==> src/rtl/fetch_unit.sv <==
// fetch_unit: instruction-fetch stage with the IF/ID pipeline register.
//
// Owns the PC and fetches from instruction memory over a req/ack handshake.
// A one-entry skid buffer absorbs a fetch that completes while decode is
// stalled. Branch/jump redirects restart fetch at a new PC. An in-flight
// request is never withdrawn: a redirect that arrives mid-request is parked
// in a target register until the old request is acked and dropped.
//
// Ports:
//   clk            rising-edge clock
//   reset          asynchronous active-low reset
//   imem_req       fetch request to instruction memory (registered)
//   imem_addr      byte address of the request (the PC register)
//   imem_ack       memory returns imem_rdata this cycle, ending the request
//   imem_rdata     fetched instruction, valid with imem_ack
//   stall          decode cannot accept; IF/ID holds
//   flush          invalidate IF/ID contents
//   redirect_valid taken branch/jump; fetch restarts at redirect_pc
//   redirect_pc    redirect target (word aligned)
//   id_valid       IF/ID holds a valid instruction
//   id_pc          PC of the instruction in IF/ID
//   id_instr       instruction in IF/ID
//   id_opcode      id_instr[6:0], combinational from the IF/ID register
module fetch_unit #(
  parameter int unsigned          PC_W     = 9,
  parameter int unsigned          INSTR_W  = 32,
  parameter logic [PC_W-1:0]      RESET_PC = '0
) (
  input  logic               clk,
  input  logic               reset,
  output logic               imem_req,
  output logic [PC_W-1:0]    imem_addr,
  input  logic               imem_ack,
  input  logic [INSTR_W-1:0] imem_rdata,
  input  logic               stall,
  input  logic               flush,
  input  logic               redirect_valid,
  input  logic [PC_W-1:0]    redirect_pc,
  output logic               id_valid,
  output logic [PC_W-1:0]    id_pc,
  output logic [INSTR_W-1:0] id_instr,
  output logic [6:0]         id_opcode
);

  typedef enum logic [1:0] {
    StIdle = 2'd0,
    StReq  = 2'd1,
    StKill = 2'd2,
    StHold = 2'd3
  } state_e;

  localparam logic [PC_W-1:0] PcStep = PC_W'(4);

  state_e             state_q;
  logic [PC_W-1:0]    pc_q;
  logic [PC_W-1:0]    target_q;
  logic               req_q;

  // The skid buffer is occupied exactly when the FSM is in StHold, so it
  // needs no separate valid bit.
  logic [PC_W-1:0]    skid_pc_q;
  logic [INSTR_W-1:0] skid_instr_q;

  logic               id_valid_q;
  logic [PC_W-1:0]    id_pc_q;
  logic [INSTR_W-1:0] id_instr_q;

  // Next IF/ID load candidate.
  logic               can_accept;
  logic               load_en;
  logic [PC_W-1:0]    load_pc;
  logic [INSTR_W-1:0] load_instr;

  assign can_accept = !stall || !id_valid_q;

  always_comb begin
    load_en    = 1'b0;
    load_pc    = pc_q;
    load_instr = imem_rdata;
    unique case (state_q)
      StReq: begin
        if (imem_ack && !redirect_valid && can_accept) begin
          load_en = 1'b1;
        end
      end
      StHold: begin
        if (!redirect_valid && !stall) begin
          load_en    = 1'b1;
          load_pc    = skid_pc_q;
          load_instr = skid_instr_q;
        end
      end
      default: begin
        load_en = 1'b0;
      end
    endcase
  end

  // Fetch FSM, PC, redirect target and skid buffer.
  always_ff @(posedge clk or negedge reset) begin
    if (!reset) begin
      state_q      <= StIdle;
      pc_q         <= RESET_PC;
      target_q     <= RESET_PC;
      req_q        <= 1'b0;
      skid_pc_q    <= '0;
      skid_instr_q <= '0;
    end else begin
      unique case (state_q)
        StIdle: begin
          state_q <= StReq;
          req_q   <= 1'b1;
        end
        StReq: begin
          if (imem_ack) begin
            if (redirect_valid) begin
              // Wrong-path data: drop it and restart at the target.
              pc_q <= redirect_pc;
            end else if (can_accept) begin
              pc_q <= pc_q + PcStep;
            end else begin
              skid_pc_q    <= pc_q;
              skid_instr_q <= imem_rdata;
              state_q      <= StHold;
              req_q        <= 1'b0;
            end
          end else if (redirect_valid) begin
            // Request must stay up until acked; remember where to go next.
            target_q <= redirect_pc;
            state_q  <= StKill;
          end
        end
        StKill: begin
          if (imem_ack) begin
            // A redirect arriving with the ack is newer than the parked one.
            pc_q    <= redirect_valid ? redirect_pc : target_q;
            state_q <= StReq;
          end else if (redirect_valid) begin
            target_q <= redirect_pc;
          end
        end
        StHold: begin
          if (redirect_valid) begin
            pc_q    <= redirect_pc;
            state_q <= StReq;
            req_q   <= 1'b1;
          end else if (!stall) begin
            pc_q    <= pc_q + PcStep;
            state_q <= StReq;
            req_q   <= 1'b1;
          end
        end
        default: begin
          state_q <= StIdle;
          req_q   <= 1'b0;
        end
      endcase
    end
  end

  // IF/ID pipeline register: redirect/flush beat stall, stall beats load.
  always_ff @(posedge clk or negedge reset) begin
    if (!reset) begin
      id_valid_q <= 1'b0;
      id_pc_q    <= '0;
      id_instr_q <= '0;
    end else if (redirect_valid || flush) begin
      // Zero instruction makes the decode controller drive all controls low.
      id_valid_q <= 1'b0;
      id_pc_q    <= '0;
      id_instr_q <= '0;
    end else if (stall && id_valid_q) begin
      id_valid_q <= 1'b1;
    end else if (load_en) begin
      id_valid_q <= 1'b1;
      id_pc_q    <= load_pc;
      id_instr_q <= load_instr;
    end else begin
      id_valid_q <= 1'b0;
    end
  end

  assign imem_req  = req_q;
  assign imem_addr = pc_q;
  assign id_valid  = id_valid_q;
  assign id_pc     = id_pc_q;
  assign id_instr  = id_instr_q;
  assign id_opcode = id_instr_q[6:0];

endmodule

==> config.mk <==
export PLATFORM = sky130hd
export DESIGN_NAME = fetch_unit
export DESIGN_NICKNAME = d
export VERILOG_FILES = /design/src/rtl/fetch_unit.sv
export SDC_FILE = /design/constraint.sdc
export NUM_CORES = 1
export LEC_CHECK = 0
export CAP_MARGIN = 20
export CORE_MARGIN = 3
export CORE_UTILIZATION = 55
export DETAILED_ROUTE_END_ITERATION = 10
export GPL_TIMING_DRIVEN = 0
export PLACE_DENSITY = 0.9
export SYNTH_ARGS = -nofsm -noshare
export SYNTH_HDL_FRONTEND = slang
export SYNTH_SLANG_ARGS = --single-unit
export TNS_END_PERCENT = 50
==> constraint.sdc <==
create_clock -name clk -period 4.5 [get_ports clk]
set_clock_uncertainty 0.05 [all_clocks]
set_input_delay 0.45 -clock clk [delete_from_list [all_inputs] [get_ports clk]]
set_output_delay 0.45 -clock clk [all_outputs]
set_load 0.01 [all_outputs]
Word-level counts from Yosys, hierarchy flattened

Cells that the tools add are included.

$add $sub $neg: 1
Eq/ne operators: 13
Mux-type cells: 38
Bitwise gates (word level): 3
Reductions and logical operators: 20

Operator list:

| cell                                                                   | count |
|---|---|
| 32-bit two-way mux                                                     | 5 |
| 9-bit two-way mux                                                      | 12 |
| 9-bit one-hot mux with 3 select lines                                  | 1 |
| 3-bit inequality test (second input constant)                          | 5 |
| 5-bit AND reduction                                                    | 3 |
| 2-bit two-way mux                                                      | 7 |
| 1-bit two-way mux                                                      | 10 |
| 2-bit inequality test (second input constant)                          | 5 |
| 9-bit by 3-bit adder with 9-bit output (second input constant)         | 1 |
| 2-bit one-hot mux with 4 select lines                                  | 1 |
| 3-bit nonzero test                                                     | 2 |
| 2-bit equality test (second input constant)                            | 2 |
| 1-bit logical AND                                                      | 4 |
| 2-bit AND reduction                                                    | 2 |
| 4-bit AND reduction                                                    | 1 |
| 1-bit zero test                                                        | 3 |
| 1-bit inverter                                                         | 3 |
| 1-bit one-hot mux with 3 select lines                                  | 1 |
| 2-bit by 1-bit equality test with 1-bit output (second input constant) | 1 |
| 2-bit zero test                                                        | 1 |
| 1-bit logical OR                                                       | 2 |
| 1-bit one-hot mux with 2 select lines                                  | 1 |
| 2-bit nonzero test                                                     | 1 |
| 2-bit OR reduction                                                     | 1 |

Flip-flop bits (word level): 104
Output and inout bits: 59
Word-level logic and storage cells: 84

Depth between registers and ports, before layout

Depth in word-level cells: 8
Mapped depth: 9
Gate-level depth less buffers: 6

Worst setup path after synthesis

No wires, ideal clock.

Path type: register -> register
Start: register state_q[0]
End: register pc_q[0], in the netlist imem_addr[0]
Library setup time: 0.128 ns
Data arrival time: 1.858 ns
Setup slack: 2.465 ns
Cell stages (with the launch flop): 7
Cell sequence: dfrtp_1 -> ha_1 -> buf_2 -> nor2b_1 -> a41oi_2 -> nor3b_1 -> mux2_1

Longest elaborated chain between the ends: 3
Elaborated cells on any way between the ends: 10
Classes of those cells: 7 x eq/ne; 1 x mux; 2 x reduce/logical

Ends and longest elaborated chain:

| element                                                                                      | RTL line | text |
|---|---|---|
| start, declared                                                                              | 54       | `state_e state_q;` |
| start signal, assigned                                                                       | 102      | `state_q <= StIdle;` |
| start signal, assigned                                                                       | 111      | `state_q <= StReq;` |
| start signal, assigned                                                                       | 124      | `state_q <= StHold;` |
| 2-bit by 1-bit equality test with 1-bit output / 2-bit equality test (equally long branches) | 109      | `unique case (state_q)` |
| 3-bit inequality test (no source line), or another cell as far along                         | -        |  |
| 5-bit AND reduction (no source line)                                                         | -        |  |
| end signal, assigned                                                                         | 118      | `pc_q <= redirect_pc;` |
| end signal, assigned                                                                         | 120      | `pc_q <= pc_q + PcStep;` |
| end signal, assigned                                                                         | 136      | `pc_q <= redirect_valid ? redirect_pc : target_q;` |
| end, declared                                                                                | 55       | `logic [PC_W-1:0] pc_q;` |

Several ways; a longest one is shown, not always the timed one.
A chain may end at the register's enable or synchronous reset.

Final worst setup path

Start: input redirect_valid
End: register pc_q[4], in the netlist imem_addr[4]

Longest elaborated chain between the ends: 3
Elaborated cells on any way between the ends: 9
Classes of those cells: 2 x eq/ne; 6 x mux; 1 x reduce/logical

Ends and longest elaborated chain:

| element                               | RTL line | text |
|---|---|---|
| start, declared                       | 37       | `input logic redirect_valid,` |
| 9-bit two-way mux (on tied branches)  | -        |  |
| 9-bit two-way mux (on tied branches)  | 134, 115 |  |
| 9-bit one-hot mux with 3 select lines | 109      |  |
| end signal, assigned                  | 118      |  |
| end signal, assigned                  | 136      |  |
| end signal, assigned                  | 144      | `pc_q <= redirect_pc;` |

Several ways; a longest one is shown, not always the timed one. The select of a mux whose other input is x is not followed.

==> summary.md <==
| Metric | Value |
|---|---|
| Outcome | finished clean |
| Vias per Instance | 6.20 |
| Commonest cells post-synth | dfrtp_1 (104), a21oi_1 (39), mux2_2 (39) |
| Hold-fix buffers, CTS | 1 |
| EDFF count, synth | 0 |
| Post-Route WL | 13700 um |
| Clock Latency Late Sink | 0.36 ns |
| CTS Sinks | 104 |
| Power Dens Cells | 474 mW/mm^2 |
| R2r endpoint | imem_addr[1] |
| Ys async rst share | 1.00 |
| Synthesized area | 0.00518 mm^2 |
| Die Area | 0.0106 mm^2 |
| Crit path to | imem_addr[4] |
| Worst path cell trace | clkdlybuf4s50_1 -> buf_2 -> clkbuf_1 -> clkbuf_1 -> o21ai_0 -> mux2_1 |
| Largest net degree at the start of global routing | 73 |
| Ant. Diodes | 0 |
| Crit path from | redirect_valid |
| Register bit total from synthesis | 104 |
| Final Hold Slack | 0.435 ns |
| CP startpoint kind | input pin |
| Tightest Pin Transition | 0.586 ns |
| Worst hold path class | input pin to register |
| Cell area after layout | 0.00657 mm^2 |
| Post-synthesis sequential area ratio | 0.502 |
| WP buf/inv | 4 |
| Unrepaired setup endpoints after global routing | no |
| Final slew viol count | 0 |
| Clock-pin slew on the worst setup and hold paths | 0.09 ns |
| Peak supply drop | 0.294 mV |
| Period utilisation layout | 0.577 |
| Critical path's slowest cell | clkdlybuf4s50_1 |
| Area growth syn-to-layout | 26.7% |
| Top cell type's share of synthesized area | 0.502 |
| Starting density of the core | 0.580 |
| Post-DP HPWL | 10000 um |
| Max-cap violations | 0 |
| Yosys warns | 0 |
| CTS Buffer Depth | 2 |
| CP Max Fanout | 10 |
| Yosys top cell by area | dfrtp_1 |
| Syn Area/Cell | 10.8 um^2 |
| Initial antenna violation count | 0 |
| Data required, critical path | 4.70 ns |
| Ports | 106 |
| Synth Net Count | 533 |
| Reg2reg path depth | 7 |
| Post-CTS Setup Bufs | 0 |
| Final ANT Viol Nets | 0 |
| GRT overflow | 0 |
| Port bufs | 104 |
| Launch point of the worst reg-to-reg path | state_q[1] |
| Area of the core | 0.00893 mm^2 |
| Die Height | 103 um |
| Final setup viols | 0 |
| GRT Total Usage | 0.265 |
| Drt wl/cell | 19.3 um |
| Top_reg_cell synth | dfrtp_1 |
| H-tree depth | 3 |
| Die W | 103 um |
| Most common cell in the netlist | dfrtp_1 |
| Vias in the first global route | 4486 |
| DRT iter0 DRCs | 297 |
| Hold Violations, Final | 0 |
| TritonRoute pass-1 iters | 5 |
| Via Count | 4409 |
| Clock root buffer | clkbuf_8 |
| Cells after synthesis | 481 |
| DRC viols | 0 |
| Top cell by count, worst path | clkbuf_1 |
| Leakage power | 2.73 nW |
| Row count | 34 |
| Placed cell area | 0.00638 mm^2 |
| Crit path depth | 6 |
| Critical path's top delay family | buffers and inverters |
| Slowest stage delay, CP | 0.60 ns |
| First-pass GRT wire length | 22000 um |
| Resize count post-CTS | 0 |
| Nets | 650 |
| F_max | 0.385 GHz |
| TritonCTS clock tree | yes |
| Clock buffer count from CTS | 9 |
| CP Class | input pin to register |
| Worst path arrival time | 2.80 ns |
| Top cells by area, synth | dfrtp_1 (50%), mux2_2 (8.5%), mux2i_1 (3.9%), a21oi_1 (3.8%), mux2_1 (3.3%) |
| Min cycle time layout | 2.60 ns |
| Reg2reg setup slack | 2.07 ns |
| Share of cells above drive strength 1 | 0.154 |
| Slew margin rel. | 0.609 |
| Yosys cell types | 47 |
| CP Capture Type | register |
| GP Congestion | 0.906 |
[registers in the layout (all words and copies together), names as in the netlist]
register and flops:
id_instr 32, skid_instr_q 32, id_pc 9, imem_addr 9, skid_pc_q 9, target_q 9, state_q 2, id_valid 1
imem_req 1
[worst register-to-register path, stage by stage, from the launching register on]
cell     delay [ns]
dfrtp_1        0.42
inv_1          0.10
ha_1           0.19
buf_2          0.19
nor2b_1        0.16
a41oi_2        0.36
nor3b_1        0.49
mux2_1         0.37
[power breakdown]
group,internal [mW],total (mW),switching [mW]
Combinational,0.580,1.16,0.575
Clock,0.218,0.538,0.320
Sequential,1.20,1.42,0.216
Total,2.00,3.11,1.11
[metrics by stage]
| stage | std cells | utilization | TNS (ns) | power [mW] | setup slack (ns) |
|---|---|---|---|---|---|
| 2_1_floorplan | 481 | - | 0 | 2.12 | 2.46 |
| 3_3_place_gp | 693 | 0.712 | -78.71 | 2.48 | -0.764 |
| 3_5_place_dp | 694 | 0.714 | 0 | 2.56 | 1.65 |
| 4_1_cts | 711 | 0.735 | 0 | 3.10 | 2.04 |
| 5_1_grt | 711 | 0.735 | 0 | 3.29 | 1.84 |
| 6_report | 711 | 0.735 | 0 | 3.11 | 1.90 |
[cell usage in the layout (no fill, tap or decap), types with 9 or more instances in the layout]
cell / Yosys / layout
mux2_1: 15 / 15
nand2_1: 9 / 9
or4_1: 21 / 21
a21oi_1: 39 / 39
clkdlybuf4s50_1: 0 / 103
mux2_2: 39 / 39
nor3_1: 27 / 27
o21ai_0: 31 / 31
clkbuf_8: 0 / 10
o21ai_1: 17 / 17
nor2_1: 29 / 29
dfrtp_1: 104 / 104
buf_4: 8 / 9
clkbuf_1: 21 / 23
buf_2: 13 / 13
mux2i_1: 20 / 20
or3_1: 17 / 17
[cells by family (layout without fill, tap and decap cells)]
group | Yosys count | after routing | share of synthesized area
buffers and inverters | 54 | 176 | 0.0567
adder cells (fa/ha/maj) | 5 | 5 | 0.0121
flip-flops | 104 | 104 | 0.502
XOR/XNOR | 1 | 1 | 0.00169
multiplexers | 74 | 74 | 0.156
AND/OR/NAND/NOR | 131 | 131 | 0.142
AO/OA/AOI/OAI | 112 | 112 | 0.129
[cell type report]
type / count / area (um^2)
Buffer: 49 / 275
Fill cell: 613 / 2370
Tap cell: 108 / 135
Clock inverter: 4 / 28.8
Timing Repair Buffer: 106 / 1080
Clock buffer: 12 / 145
Sequential cell: 104 / 2600
Inverter: 5 / 18.8
Multi-Input combinational cell: 323 / 2280
[how the worst min path moves through the flow]
stage | from | to | cells after the start
after floorplan | reset | id_instr[0] | 0
after global placement | skid_instr_q[31] | skid_instr_q[31] | 1
after detailed placement | reset | skid_instr_q[11] | 1
after CTS | stall | id_valid | 3
after global routing | stall | id_valid | 3
final | stall | id_valid | 3
[layer usage]
| metal | track usage | part of all wire |
|---|---|---|
| met1 | 0.350 | 0.41 |
| met2 | 0.442 | 0.49 |
| met3 | 0.0379 | 0.070 |
| met4 | 0.106 | 0.025 |
| met5 | 0 | 0 |
No activity file was read; power rests on OpenSTA's default activity.
